**src/rtl/dma_priority_arbiter.sv**
```systemverilog
// DMA channel-priority resolver and service lock: picks one requesting channel, holds it through service, drives DACK.
// Latency: DREQ->VALID_DREG is SYNC_STAGES+1 cycles (sw_req 1 cycle); backpressure: grant is held until svc_start/svc_done.
module dma_priority_arbiter #(
    parameter int SYNC_STAGES = 1
) (
    input  logic       CLK,
    input  logic       RESET_N,
    input  logic [3:0] DREQ,
    input  logic [3:0] mask_reg,
    input  logic [3:0] sw_req,
    input  logic       cmd_disable,
    input  logic       cmd_rotate,
    input  logic       cmd_dreq_low,
    input  logic       cmd_dack_high,
    input  logic       svc_start,
    input  logic       svc_done,
    output logic [3:0] VALID_DREG,
    output logic [1:0] grant_ch,
    output logic [3:0] DACK,
    output logic [1:0] prio_ptr,
    output logic [3:0] sw_req_clr
);

    typedef enum logic [1:0] {
        ST_IDLE = 2'd0,
        ST_PEND = 2'd1,
        ST_SERV = 2'd2
    } state_t;

    state_t     r_state;
    logic [1:0] r_grant;
    logic [3:0] r_valid;
    logic       r_dack_act;
    logic [1:0] r_ptr;
    logic [3:0] r_clr;

    logic [3:0] w_dreq;
    logic [3:0] w_req;
    logic [1:0] w_ptr;
    logic [1:0] w_win;
    logic [1:0] w_cand;

    generate
        if (SYNC_STAGES == 0) begin : g_nosync
            assign w_dreq = DREQ;
        end else begin : g_sync
            logic [3:0] r_sync [SYNC_STAGES];

            always_ff @(posedge CLK or negedge RESET_N) begin
                if (!RESET_N) begin
                    for (int s = 0; s < SYNC_STAGES; s++) begin
                        r_sync[s] <= '0;
                    end
                end else begin
                    r_sync[0] <= DREQ;
                    for (int s = 1; s < SYNC_STAGES; s++) begin
                        r_sync[s] <= r_sync[s-1];
                    end
                end
            end

            assign w_dreq = r_sync[SYNC_STAGES-1];
        end
    endgenerate

    // Software requests bypass both the mask and the pin polarity.
    assign w_req = ((w_dreq ^ {4{cmd_dreq_low}}) & ~mask_reg) | sw_req;
    assign w_ptr = cmd_rotate ? r_ptr : 2'd0;

    // Scan from the lowest-priority slot down so the highest-priority hit is assigned last.
    always_comb begin
        w_win  = w_ptr;
        w_cand = '0;
        for (int k = 3; k >= 0; k--) begin
            w_cand = w_ptr + 2'(k);
            if (w_req[w_cand]) begin
                w_win = w_cand;
            end
        end
    end

    always_ff @(posedge CLK or negedge RESET_N) begin
        if (!RESET_N) begin
            r_state    <= ST_IDLE;
            r_grant    <= '0;
            r_valid    <= '0;
            r_dack_act <= 1'b0;
            r_ptr      <= '0;
            r_clr      <= '0;
        end else begin
            r_clr <= '0;
            if (!cmd_rotate) begin
                r_ptr <= '0;
            end
            case (r_state)
                ST_IDLE: begin
                    if (!cmd_disable && (|w_req)) begin
                        r_grant <= w_win;
                        r_valid <= 4'b0001 << w_win;
                        r_state <= ST_PEND;
                    end
                end
                ST_PEND: begin
                    if (svc_done) begin
                        r_valid <= '0;
                        r_state <= ST_IDLE;
                    end else if (svc_start) begin
                        r_dack_act <= 1'b1;
                        r_state    <= ST_SERV;
                    end else if (!w_req[r_grant]) begin
                        r_valid <= '0;
                        r_state <= ST_IDLE;
                    end
                end
                ST_SERV: begin
                    if (svc_done) begin
                        r_valid    <= '0;
                        r_dack_act <= 1'b0;
                        r_state    <= ST_IDLE;
                        r_clr[r_grant] <= sw_req[r_grant];
                        if (cmd_rotate) begin
                            r_ptr <= r_grant + 2'd1;
                        end
                    end
                end
                default: begin
                    r_valid    <= '0;
                    r_dack_act <= 1'b0;
                    r_state    <= ST_IDLE;
                end
            endcase
        end
    end

    assign VALID_DREG = r_valid;
    assign grant_ch   = r_grant;
    assign prio_ptr   = r_ptr;
    assign sw_req_clr = r_clr;
    assign DACK       = ({4{r_dack_act}} & r_valid) ^ {4{~cmd_dack_high}};

endmodule

```
**config.mk**
```make
export PLATFORM = sky130hd
export DESIGN_NAME = dma_priority_arbiter
export DESIGN_NICKNAME = d
export VERILOG_FILES = /design/src/rtl/dma_priority_arbiter.sv
export SDC_FILE = /design/constraint.sdc
export NUM_CORES = 1
export LEC_CHECK = 0
export BUFFER_PORTS_ARGS = -buffer_cell sky130_fd_sc_hd__buf_2
export CORE_ASPECT_RATIO = 1.5
export CORE_MARGIN = 3
export CORE_UTILIZATION = 35
export DETAILED_ROUTE_END_ITERATION = 10
export MAX_ROUTING_LAYER = met4
export PLACE_DENSITY = 0.66
export SETUP_SLACK_MARGIN = 0.05
export SKIP_LAST_GASP = 1
export SYNTH_ARGS = -nofsm -noshare
export SYNTH_HDL_FRONTEND = slang
export SYNTH_SLANG_ARGS = --single-unit
```
**constraint.sdc**
```tcl
create_clock -name CLK -period 1.6 [get_ports CLK]
set_input_delay 0 -clock CLK [delete_from_list [all_inputs] [get_ports CLK]]
set_output_delay 0 -clock CLK [all_outputs]
set_load 0.01 [all_outputs]
```
==> results.md <==
* VDD IR-drop max at between 0.4 and 0.5 mV
* Finished Layout Cells at ~230
* Syn nets at roughly 150
* Share of layout cells above drive strength 1 at between 40% and 50%
* HP Start: cmd_rotate
* Area contributors post-synth: dfrtp_1 (38%), o21bai_4 (6.0%), nand2_1 (5.4%), xnor2_2 (5.2%), ha_1 (4.0%)
* Post-synthesis sequential element count at 19
* Largest net degree at the start of global routing at 20
* Final Instance Area at ~0.0018 mm^2
* Cell family with most CP delay: multiplexers
* Initial Utilization at a little under two fifths
* Crit Path Max Fanout at 7
* Worst R2R End: grant_ch[0]$_DFFE_PN0P_
* Worst-Skew Late Latency at about 260 ps
* Crit path buffers/inverters at 0
* Syn. warnings at 0
* Final WS setup at -210 ps
* Peak Freq at approximately 0.55 GHz
* Worst Setup End Kind: register
* CP max stage cell: dfrtp_1
* Router iterations before antenna repair at 4
* Final Wtd Congestion at 0.788
* Total chip power at around 0.0015 W
* Sequential share of the synthesized area at about 38%
* Status: complete, but fails checks
* Gr usage total at 15.9%
* CTS root buf: clkbuf_8
* CTS HTree Levels at 1
* Initial DRC Count at 8
* Yosys top cell by area: dfrtp_1
* Maxcap violations at 0
* Setup Viol. Count Final at 6
* Tcrit/Tclk final at 113%
* Crit path to: grant_ch[0]$_DFFE_PN0P_
* Async SR Flop Fraction at 100%
* I/O pin count at 36
* Clock tree buffer depth at 2
* Die ar. at around 0.0044 mm^2
* Unrepaired setup endpoints after global routing: yes
* Primary FF master, synth: dfrtp_1
* Clk slew on worst S/H paths at ~70 ps
* CTS sink count at 19
* Vias in the first global route at ~1100
* Setup CP Type: register to register
* Initial antenna violation count at 0
* Worst R2R Path Depth at 7
* Die height at slightly below 80 um
* Layout Nets at 208
* Antenna viol nets, final at 0
* First-pass GRT wire length at between 5000 and 6000 um
* PwrDens at roughly 870 mW/mm^2
* Via count at about 1100
* Worst setup path startpoint: g_sync.r_sync[2]$_DFF_PN0_
* Crit path depth at 7
* Critical Path RT at around 1800 ps
* Skew final at between 1 and 1.5 ps
* Row count at 26
* DR WL/cell at 13.2 um
* CP arrival at between 1500 and 2000 ps
* Post-route DRC violation count at 0
* Worst min path class: input pin to register
* Slew Viols, Final at 0
* Finished Core Util at 51.8%
* Core area at between 0.003 and 0.004 mm^2
* Final HPWL DP at around 2400 um
* Die width at approximately 55 um
* CTS buffer count at 3
* Mapped Cells at roughly 120
* Post-synth EDFFs at 0
* Syn Area/Cell at about 10 um^2
* Area share of the leading cell type in the synthesized netlist at around 38%
* R2r setup slk at -210 ps
* Total wire length at a little under 3000 um
* Port Buffers at 35
* Gr ovfl total at 0
* Area after DPL at approximately 0.0016 mm^2
* Filler Cell Count at 324
* Reg-to-reg startpoint: g_sync.r_sync[2]$_DFF_PN0_
* Vias per cell at approximately 5.0
* Worst-margin pin slew at 426 ps
* Max-Slew Margin vs Limit at between 70% and 80%
* Max stage delay on crit path at approximately 400 ps
* Crit-path cells: xnor2_2, o21bai_4, mux2i_2, mux2i_1, o21a_1, o31ai_4, mux2_2
* CTS tree: done
* Total placed cells including tap cells at between 200 and 250
* P&R area growth vs syn at 41.0%
* Minimum clock period at roughly 1800 ps
* Startpoint Class: register
* Violated checks: setup timing
* Fin. Hold Viols at 0
* Post-synthesis cell type count at 40
* Leakage at approximately 0.87 nW
* Antenna Cells at 0
* Mapped Area at 0.00125 mm^2
[state kept, by name (all words and copies together) (netlist names)]
name           flops
VALID_DREG         4
grant_ch           2
sw_req_clr         4
prio_ptr           2
r_dack_act         1
g_sync.r_sync      4
r_state            2
[power by group]
group	leakage [nW]	internal (W)	switching [W]
clock	0.0255	0.000173	0.000162
sequential	0.243	0.000542	0.0000825
combinational	0.605	0.000283	0.000290
[Yosys cell counts (2+ instances only)]
master and number:
nor3_2 2, nor4_1 2, xor2_1 5, nand2b_1 2
a21oi_1 6, ha_1 4, xnor2_2 4, o21ai_2 2
inv_1 7, o21ai_1 2, o21ai_0 2, dfrtp_1 19
mux2i_1 5, nand2_1 18, o21bai_4 4, nor2_1 8
and3_1 5, mux4_2 2
[worst min-delay path by stage]
stage | to | slack, ps | depth (start not counted)
after detailed placement | r_state[1]$_DFFE_PN0P_ | -40 | 1
after global routing | prio_ptr[1]$_DFF_PN0_ | 70 | 2
after floorplan | VALID_DREG[0]$_DFFE_PN0P_ | -300 | 0
final | prio_ptr[1]$_DFF_PN0_ | 50 | 2
after global placement | r_state[1]$_DFFE_PN0P_ | -40 | 1
after CTS | prio_ptr[1]$_DFF_PN0_ | 60 | 2
[final cells by class]
cell class	count	area (um^2)	area share [%]
multi-input cells	94	792	44.8
flip-flops and latches	19	478	27.0
clock inverters	1	5.00	0.283
inverters	7	26.3	1.49
well taps	42	52.6	2.97
repair buffers	59	374	21.1
clock buffers	3	41.3	2.33
[through the flow]
stage | setup TNS (ps) | hold WS (ps) | setup slack (ps)
after global placement | -882 | -39.9 | -190
after floorplan | -215 | -296 | -81.6
final | -903 | 54.7 | -210
after global routing | -1680 | 70.2 | -298
after detailed placement | -1140 | -37.0 | -247
after CTS | -1230 | 57.2 | -222
[placed cells by master, fill, tap and decap left out, types with 3 or more instances in the layout]
| cell type | instances |
|---|---|
| buf_2 | 35 |
| xnor2_2 | 4 |
| o21ai_2 | 3 |
| clkbuf_8 | 3 |
| and3_1 | 5 |
| dlygate4sd3_1 | 6 |
| a21oi_1 | 5 |
| o21bai_4 | 4 |
| buf_4 | 17 |
| xor2_1 | 4 |
| ha_1 | 4 |
| inv_1 | 6 |
| mux2i_1 | 4 |
| dfrtp_1 | 17 |
| nand2_1 | 16 |
| nor2_1 | 6 |
[cell families after synthesis]
family / after synthesis / synth area share [%]
AOI/OAI and AO/OA: 28 / 19.9
adders and majority gates: 4 / 3.99
and+or+nand+nor: 45 / 18.0
buffers and inverters: 8 / 2.99
muxes: 8 / 8.47
xor gates and xnor gates: 9 / 8.67
DFF: 19 / 37.9
[metal layers]
layer / share of wire [%] / global-route usage (%)
met1: 38 / 15.7
met2: 53 / 28.2
met4: 4.0 / 8.76
met3: 4.9 / 2.44
met5: 0 / -
[what timing repair did]
action                                 in CTS  in global routing
hold buffers                                6                  0
setup endpoints to repair                   7                  7
setup buffers                               3                  0
endpoints found under the hold margin      24                  0
gates resized for setup                     1                  8
pin swaps                                   4                  5
Note: power is estimated with default switching activity, not from simulation.
